<file path="src/rtl/better_neighbors_in_my_cluster_pkg.sv">
// Shared constants, memory map and FSM encoding for the
// better-neighbors-in-my-cluster scan.
package better_neighbors_in_my_cluster_pkg;

  localparam int WORD_WIDTH = 16;
  localparam int ADDR_W     = 11;
  localparam int MAX_NBR    = 64;
  localparam int MAX_BN     = 16;

  localparam logic [ADDR_W-1:0] NID_BASE   = 11'h048;
  localparam logic [ADDR_W-1:0] CID_BASE   = 11'h0C8;
  localparam logic [ADDR_W-1:0] Q_BASE     = 11'h1C8;
  localparam logic [ADDR_W-1:0] BN_BASE    = 11'h668;
  localparam logic [ADDR_W-1:0] NCNT_ADDR  = 11'h68A;
  localparam logic [ADDR_W-1:0] BNCNT_ADDR = 11'h68C;
  localparam logic [ADDR_W-1:0] SINK_BASE  = 11'h68E;

  typedef enum logic [3:0] {
    S_IDLE,
    S_RD_CNT,
    S_RD_CID,
    S_RD_Q,
    S_RD_NID,
    S_WR_BN,
    S_NEXT,
    S_WR_CNT,
    S_RD_SINK,
    S_DONE
  } state_t;

  function automatic logic [ADDR_W-1:0] word_addr(
    input logic [ADDR_W-1:0] base,
    input logic [6:0]        idx
  );
    return base + {3'b000, idx, 1'b0};
  endfunction

endpackage

</file>
<file path="src/rtl/better_neighbors_in_my_cluster_if.sv">
// Single-port memory bus between the scan block (master)
// and the shared word memory (slave).
interface better_neighbors_in_my_cluster_if;
  import better_neighbors_in_my_cluster_pkg::*;

  logic [ADDR_W-1:0]     address;
  logic                  wr_en;
  logic [WORD_WIDTH-1:0] mem_data_in;
  logic [WORD_WIDTH-1:0] mem_data_out;

  modport master (
    output address,
    output wr_en,
    output mem_data_in,
    input  mem_data_out
  );

  modport slave (
    input  address,
    input  wr_en,
    input  mem_data_in,
    output mem_data_out
  );

endinterface

</file>
<file path="src/rtl/better_neighbors_in_my_cluster.sv">
// Neighbor-table scan for better in-cluster neighbors.
// Define BNIMC_WRITEBACK_EN to write results back to memory.
module better_neighbors_in_my_cluster
  import better_neighbors_in_my_cluster_pkg::*;
(
  input  logic                  clock,
  input  logic                  nrst,
  input  logic                  en,
  input  logic                  done_findMyBest,
  better_neighbors_in_my_cluster_if.master mem_bus,
  input  logic [WORD_WIDTH-1:0] MY_CLUSTER_ID,
  input  logic [WORD_WIDTH-1:0] mybest,
  output logic [WORD_WIDTH-1:0] besthop,
  output logic [WORD_WIDTH-1:0] bestvalue,
  output logic [WORD_WIDTH-1:0] bestneighborID,
  output logic [WORD_WIDTH-1:0] nextsinks,
  output logic                  done_betterNeighborsInMyCluster
);

`ifdef BNIMC_WRITEBACK_EN
  localparam bit WB_EN = 1'b1;
`else
  localparam bit WB_EN = 1'b0;
`endif

  state_t state, nstate;

  logic [6:0] cnt, idx, k;
  logic [6:0] idx_nxt, k_sat, cnt_clamp;
  logic [WORD_WIDTH-1:0] hb, vb, nb, nid_cur, rd;
  logic upd, go, qual, has_best, enter_done;

  assign rd        = mem_bus.mem_data_out;
  assign go        = en & done_findMyBest;
  assign qual      = rd < mybest;
  assign idx_nxt   = idx + 7'd1;
  assign has_best  = (hb != '1);
  assign k_sat     = (k > 7'(MAX_BN)) ? 7'(MAX_BN) : k;
  assign cnt_clamp = (rd > 16'(MAX_NBR)) ? 7'(MAX_NBR)
                                         : rd[6:0];
  assign enter_done = (nstate == S_DONE) && (state != S_DONE);
  assign done_betterNeighborsInMyCluster = (state == S_DONE);

  always_ff @(posedge clock or negedge nrst) begin
    if (!nrst) begin
      state          <= S_IDLE;
      cnt            <= '0;
      idx            <= '0;
      k              <= '0;
      hb             <= '0;
      vb             <= '0;
      nb             <= '0;
      nid_cur        <= '0;
      upd            <= 1'b0;
      besthop        <= '0;
      bestvalue      <= '0;
      bestneighborID <= '0;
      nextsinks      <= '0;
    end else begin
      state <= nstate;
      unique case (state)
        S_RD_CNT: begin
          cnt <= cnt_clamp;
          idx <= '0;
          k   <= '0;
          hb  <= '1;
          nb  <= '1;
          vb  <= mybest;
          upd <= 1'b0;
        end
        S_RD_Q: begin
          // strict < keeps the earlier index on ties
          if (qual && rd < vb) begin
            vb  <= rd;
            hb  <= {9'b0, idx};
            upd <= 1'b1;
          end else begin
            upd <= 1'b0;
          end
        end
        S_RD_NID: begin
          nid_cur <= rd;
          if (upd) nb <= rd;
        end
        S_WR_BN: k   <= k + 7'd1;
        S_NEXT:  idx <= idx_nxt;
        default: ;
      endcase
      if (enter_done) begin
        besthop        <= hb;
        bestvalue      <= vb;
        bestneighborID <= nb;
        nextsinks      <= (state == S_RD_SINK) ? rd : '0;
      end
    end
  end

  always_comb begin
    nstate              = state;
    mem_bus.address     = '0;
    mem_bus.wr_en       = 1'b0;
    mem_bus.mem_data_in = '0;
    unique case (state)
      S_IDLE: if (go) nstate = S_RD_CNT;
      S_RD_CNT: begin
        mem_bus.address = NCNT_ADDR;
        nstate = (rd == '0) ? S_WR_CNT : S_RD_CID;
      end
      S_RD_CID: begin
        mem_bus.address = word_addr(CID_BASE, idx);
        nstate = (rd == MY_CLUSTER_ID) ? S_RD_Q : S_NEXT;
      end
      S_RD_Q: begin
        mem_bus.address = word_addr(Q_BASE, idx);
        nstate = qual ? S_RD_NID : S_NEXT;
      end
      S_RD_NID: begin
        mem_bus.address = word_addr(NID_BASE, idx);
        nstate = S_WR_BN;
      end
      S_WR_BN: begin
        mem_bus.address     = word_addr(BN_BASE, k);
        mem_bus.mem_data_in = nid_cur;
        mem_bus.wr_en       = WB_EN && (k < 7'(MAX_BN));
        nstate = S_NEXT;
      end
      S_NEXT: nstate = (idx_nxt == cnt) ? S_WR_CNT : S_RD_CID;
      S_WR_CNT: begin
        mem_bus.address     = BNCNT_ADDR;
        mem_bus.mem_data_in = {9'b0, k_sat};
        mem_bus.wr_en       = WB_EN;
        nstate = has_best ? S_RD_SINK : S_DONE;
      end
      S_RD_SINK: begin
        mem_bus.address = word_addr(SINK_BASE, hb[6:0]);
        nstate = S_DONE;
      end
      S_DONE: if (!go) nstate = S_IDLE;
      default: nstate = S_IDLE;
    endcase
  end

endmodule

</file>
<file path="src/flat_wrapper.sv">
// flat-port wrapper written by rule: the top's interface ports become plain ports
module better_neighbors_in_my_cluster_flat import better_neighbors_in_my_cluster_pkg::*;
  (clock, nrst, en, done_findMyBest, MY_CLUSTER_ID, mybest, besthop, bestvalue, bestneighborID, nextsinks, done_betterNeighborsInMyCluster, mem_bus_address, mem_bus_wr_en, mem_bus_mem_data_in, mem_bus_mem_data_out);
  better_neighbors_in_my_cluster_if mem_bus_i ();
  input  logic clock;
  input  logic nrst;
  input  logic en;
  input  logic done_findMyBest;
  input  logic [WORD_WIDTH-1:0] MY_CLUSTER_ID;
  input  logic [WORD_WIDTH-1:0] mybest;
  output logic [WORD_WIDTH-1:0] besthop;
  output logic [WORD_WIDTH-1:0] bestvalue;
  output logic [WORD_WIDTH-1:0] bestneighborID;
  output logic [WORD_WIDTH-1:0] nextsinks;
  output logic done_betterNeighborsInMyCluster;
  output wire logic [$bits(mem_bus_i.address)-1:0] mem_bus_address;
  output wire logic [$bits(mem_bus_i.wr_en)-1:0] mem_bus_wr_en;
  output wire logic [$bits(mem_bus_i.mem_data_in)-1:0] mem_bus_mem_data_in;
  input wire logic [$bits(mem_bus_i.mem_data_out)-1:0] mem_bus_mem_data_out;
  assign mem_bus_address = mem_bus_i.address;
  assign mem_bus_wr_en = mem_bus_i.wr_en;
  assign mem_bus_mem_data_in = mem_bus_i.mem_data_in;
  assign mem_bus_i.mem_data_out = mem_bus_mem_data_out;
  better_neighbors_in_my_cluster u_core (.clock(clock), .nrst(nrst), .en(en), .done_findMyBest(done_findMyBest), .mem_bus(mem_bus_i), .MY_CLUSTER_ID(MY_CLUSTER_ID), .mybest(mybest), .besthop(besthop), .bestvalue(bestvalue), .bestneighborID(bestneighborID), .nextsinks(nextsinks), .done_betterNeighborsInMyCluster(done_betterNeighborsInMyCluster));
endmodule
</file>
<file path="config.mk">
export PLATFORM = sky130hd
export DESIGN_NAME = better_neighbors_in_my_cluster_flat
export DESIGN_NICKNAME = d
export VERILOG_FILES = /design/src/rtl/better_neighbors_in_my_cluster_pkg.sv /design/src/rtl/better_neighbors_in_my_cluster_if.sv /design/src/rtl/better_neighbors_in_my_cluster.sv /design/src/flat_wrapper.sv
export SDC_FILE = /design/constraint.sdc
export NUM_CORES = 1
export LEC_CHECK = 0
export CAP_MARGIN = 30
export CORE_ASPECT_RATIO = 0.75
export CORE_UTILIZATION = 48
export DETAILED_ROUTE_END_ITERATION = 6
export PLACE_DENSITY_LB_ADDON = 0.15
export REMOVE_ABC_BUFFERS = 1
export SLEW_MARGIN = 5
export SYNTH_ARGS = -nofsm -noshare
export SYNTH_HDL_FRONTEND = slang
export SYNTH_SLANG_ARGS = --single-unit
export TNS_END_PERCENT = 1
</file>
<file path="constraint.sdc">
create_clock -name clock -period 3.5 [get_ports clock]
set_input_delay 0.875 -clock clock [delete_from_list [all_inputs] [get_ports clock]]
set_output_delay 0.875 -clock clock [all_outputs]
set_load 0.01 [all_outputs]
</file>
==> summary.md <==
| Metric | Value |
|---|---|
| Yosys warns | 0 |
| Worst min-delay path class | input port to asynchronous set/reset pin |
| Max Fclk | 288 MHz |
| CTS Buf Count | 17 |
| Status | complete, no violations |
| DRT Pass-1 Iters | 5 |
| Largest family of logic cells by synthesized area | multiplexers |
| Max clock buf depth | 2 |
| Synth top area cells | dfrtp_1 45%, ha_1 6.4%, mux2_2 5.0% |
| FP Rows | 39 |
| Max Cap Viol | 0 |
| Port buffer count | 142 |
| CP Launch Type | flip-flop |
| Max-slew violation count | 0 |
| Final std cells w/o fill | 1130 |
| Unrepaired setup endpoints after global routing | true |
| Syn Inst Count | 736 |
| Synth Register Bits | 138 |
| Global-route wire length before repair | 34.5 mm |
| Layout Skew | 0.00682 ns |
| Vias in the first global route | 6264 |
| Post-synth EDFFs | 0 |
| Critical path fanouts, max | 8 |
| Area of the die | 16500 um2 |
| CTS tree | yes |
| Syn avg cell area | 10.4 um2 |
| Compound-Gate Fraction of Synth Area | 0.112 |
| Xor-xnor portion of the synthesized cell area | 0.0458 |
| Synth cell count leaders | 138 x dfrtp_1, 62 x nor2_1, 58 x inv_1 |
| Antenna Nets Post-Route | 0 |
| Clock transition time at the flip-flop clock pins of the worst setup and hold paths | 0.06 ns |
| Cts hold-fix bufs | 0 |
| Hold WS | 0.487 ns |
| GPL Wtd Cong | 0.911 |
| Post-Synth Adder-Cell Area | 0.0637 |
| Post-Route WL | 21.9 mm |
| Antenna violations before repair | 1 |
| CP endpoint kind | primary output |
| DRC | 0 |
| Setup WS pre-CTS | -0.181 ns |
| Core box area | 15400 um2 |
| Detailed router's first-iteration violation count | 503 |
| Vias | 6338 |
| Starting Density | 0.497 |
| CTS Root Cell | clkbuf_16 |
| Slew HR | 0.468 |
| Setup violators final | 0 |
| Most frequent cell after synthesis | dfrtp_1 |
| Chip width | 148 um |
| Unique masters post-synth | 63 |
| Pwr dens | 787 nW/um2 |
| Final Hold Viols | 0 |
| Pin count of the biggest net entering global routing | 84 |
| Synthesized area | 7660 um2 |
| Final instance area | 10200 um2 |
| Critical Path RT | 2.62 ns |
| Leakage | 4.85 nW |
| Top cell type's share of synthesized area | 0.451 |
| Slew @ Worst Pin | 0.798 ns |
| Post-synth top flop | dfrtp_1 |
| Mux cell area share after synthesis | 0.141 |
| Nets@finish | 1001 |
| Placed cell count | 1096 |
| P&R area growth vs syn | 33.6% |
| Dpl hpwl | 15.9 mm |
| Die Span Y | 111 um |
| DR vias/cell | 5.61 |
| Routed len/inst | 19.3 um |
| Post-synthesis simple-gate area fraction | 0.120 |
| Setup TNS | 0 ns |
| Seq/Total Area, Yosys | 0.451 |
| IO Count | 145 |
| Fillers | 1232 |
| Cell taking the most area after synthesis | dfrtp_1 |
| Clock Latency Late Sink | 0.42 ns |
| CTS sink cnt | 138 |
| Setup Fix Bufs, Post-CTS | 0 |
| Ys async rst share | 1.00 |
| Peak VDD IR | 0.000425 V |
| Placed Area | 9560 um2 |
| Crit Path Category | flip-flop to primary output |
| Minimum clock period | 3.48 ns |
| Final period utilization | 0.994 |
| H-tree depth | 4 |
| Crit path DAT | 2.60 ns |
| Setup WS post-layout | 0.0226 ns |
| GR Overflow Total | 0 |
| Pwr Total | 8.05 mW |
| GRT Util Overall | 0.277 |
| Final core occ | 0.664 |
| Share of cells above drive strength 1 | 0.174 |
state kept, by name, summed over array words and instances (netlist names):
register / count
u_core.hb: 8
u_core.bestneighborID: 16
u_core.k: 7
u_core.nextsinks: 16
u_core.nb: 16
u_core.state: 4
u_core.besthop: 8
u_core.bestvalue: 16
u_core.cnt: 7
u_core.idx: 7
u_core.upd: 1
u_core.vb: 16
u_core.nid_cur: 16
report_power, final:
part	switching (mW)	internal (mW)
sequential	0.444	2.22
clock	0.680	1.23
combinational	1.64	1.84
total	2.76	5.29
kinds of logic (layout without fill, tap and decap cells):
| family | after synthesis | after routing |
|---|---|---|
| AOI/OAI and AO/OA | 131 | 131 |
| xor gates and xnor gates | 40 | 40 |
| adders and majority gates | 39 | 39 |
| buffers and inverters | 107 | 293 |
| DFF | 138 | 138 |
| muxes | 93 | 93 |
| other | 1 | 4 |
| and+or+nand+nor | 187 | 187 |
path summary, 6_finish.rpt:
| kind | startpoint | end | slack (ns) | cells after the start |
|---|---|---|---|---|
| worst max register to register | u_core.state[3] | u_core.bestvalue[6] | 0.57 | 8 |
| max in group asynchronous | nrst | u_core.state[2] | 2.15 | 2 |
| worst max-delay path | u_core.state[2] | mem_bus_address[7] | 0.02 | 8 |
| worst min register to register | u_core.nb[12] | u_core.bestneighborID[12] | 0.50 | 1 |
| worst min-delay path | nrst | u_core.besthop[0] | 0.49 | 1 |
| min in group clock | u_core.nb[12] | u_core.bestneighborID[12] | 0.50 | 1 |
metal layers:
metal / routed length (um) / global-route usage / vias to the layer above
li1: - / - / 2890
met5: 0 / 0 / -
met2: 9510 / 0.403 / 275
met3: 1810 / 0.0709 / 28
met4: 316 / 0.0832 / 0
met1: 10200 / 0.405 / 3145
timing repair:
action,CTS,global route
gates resized for setup,7,6
pin swaps,0,0
endpoints found under the setup margin,7,12
layout by cell type, fill, tap and decap left out, types with 9 or more instances in the layout:
master | netlist | routed
clkdlybuf4s50_1 | 0 | 138
dfrtp_1 | 138 | 137
nor2_1 | 62 | 61
inv_1 | 58 | 58
buf_4 | 11 | 58
nand2_1 | 46 | 46
ha_1 | 39 | 39
o21ai_0 | 35 | 35
mux2i_1 | 34 | 34
mux2_2 | 34 | 34
a21oi_1 | 31 | 30
xor2_1 | 26 | 26
mux2_4 | 20 | 20
clkbuf_16 | 0 | 17
nand3_1 | 16 | 16
and3_1 | 14 | 14
xnor2_1 | 14 | 14
a22o_1 | 11 | 11
nand2b_1 | 9 | 9
critical path: stages, from the launching register on:
cell and delay (ns):
dfrtp_2 0.44, nor2b_4 0.20, nand2_1 0.09, ha_1 0.32
xor2_1 0.19, o22ai_1 0.10, a211oi_2 0.24, o21ai_0 0.11
clkdlybuf4s50_1 0.49
layout make-up:
type | instances | area, um2 | share of cell area
multi-input cells | 492 | 3740 | 0.366
clock buffers | 22 | 464 | 0.0454
well taps | 205 | 256 | 0.0251
repair buffers | 203 | 1930 | 0.188
inverters | 58 | 218 | 0.0213
clock inverters | 10 | 165 | 0.0161
diodes | 2 | 5.00 | 0.000489
flip-flops and latches | 138 | 3450 | 0.338
No activity file was read; power rests on OpenSTA's default activity.
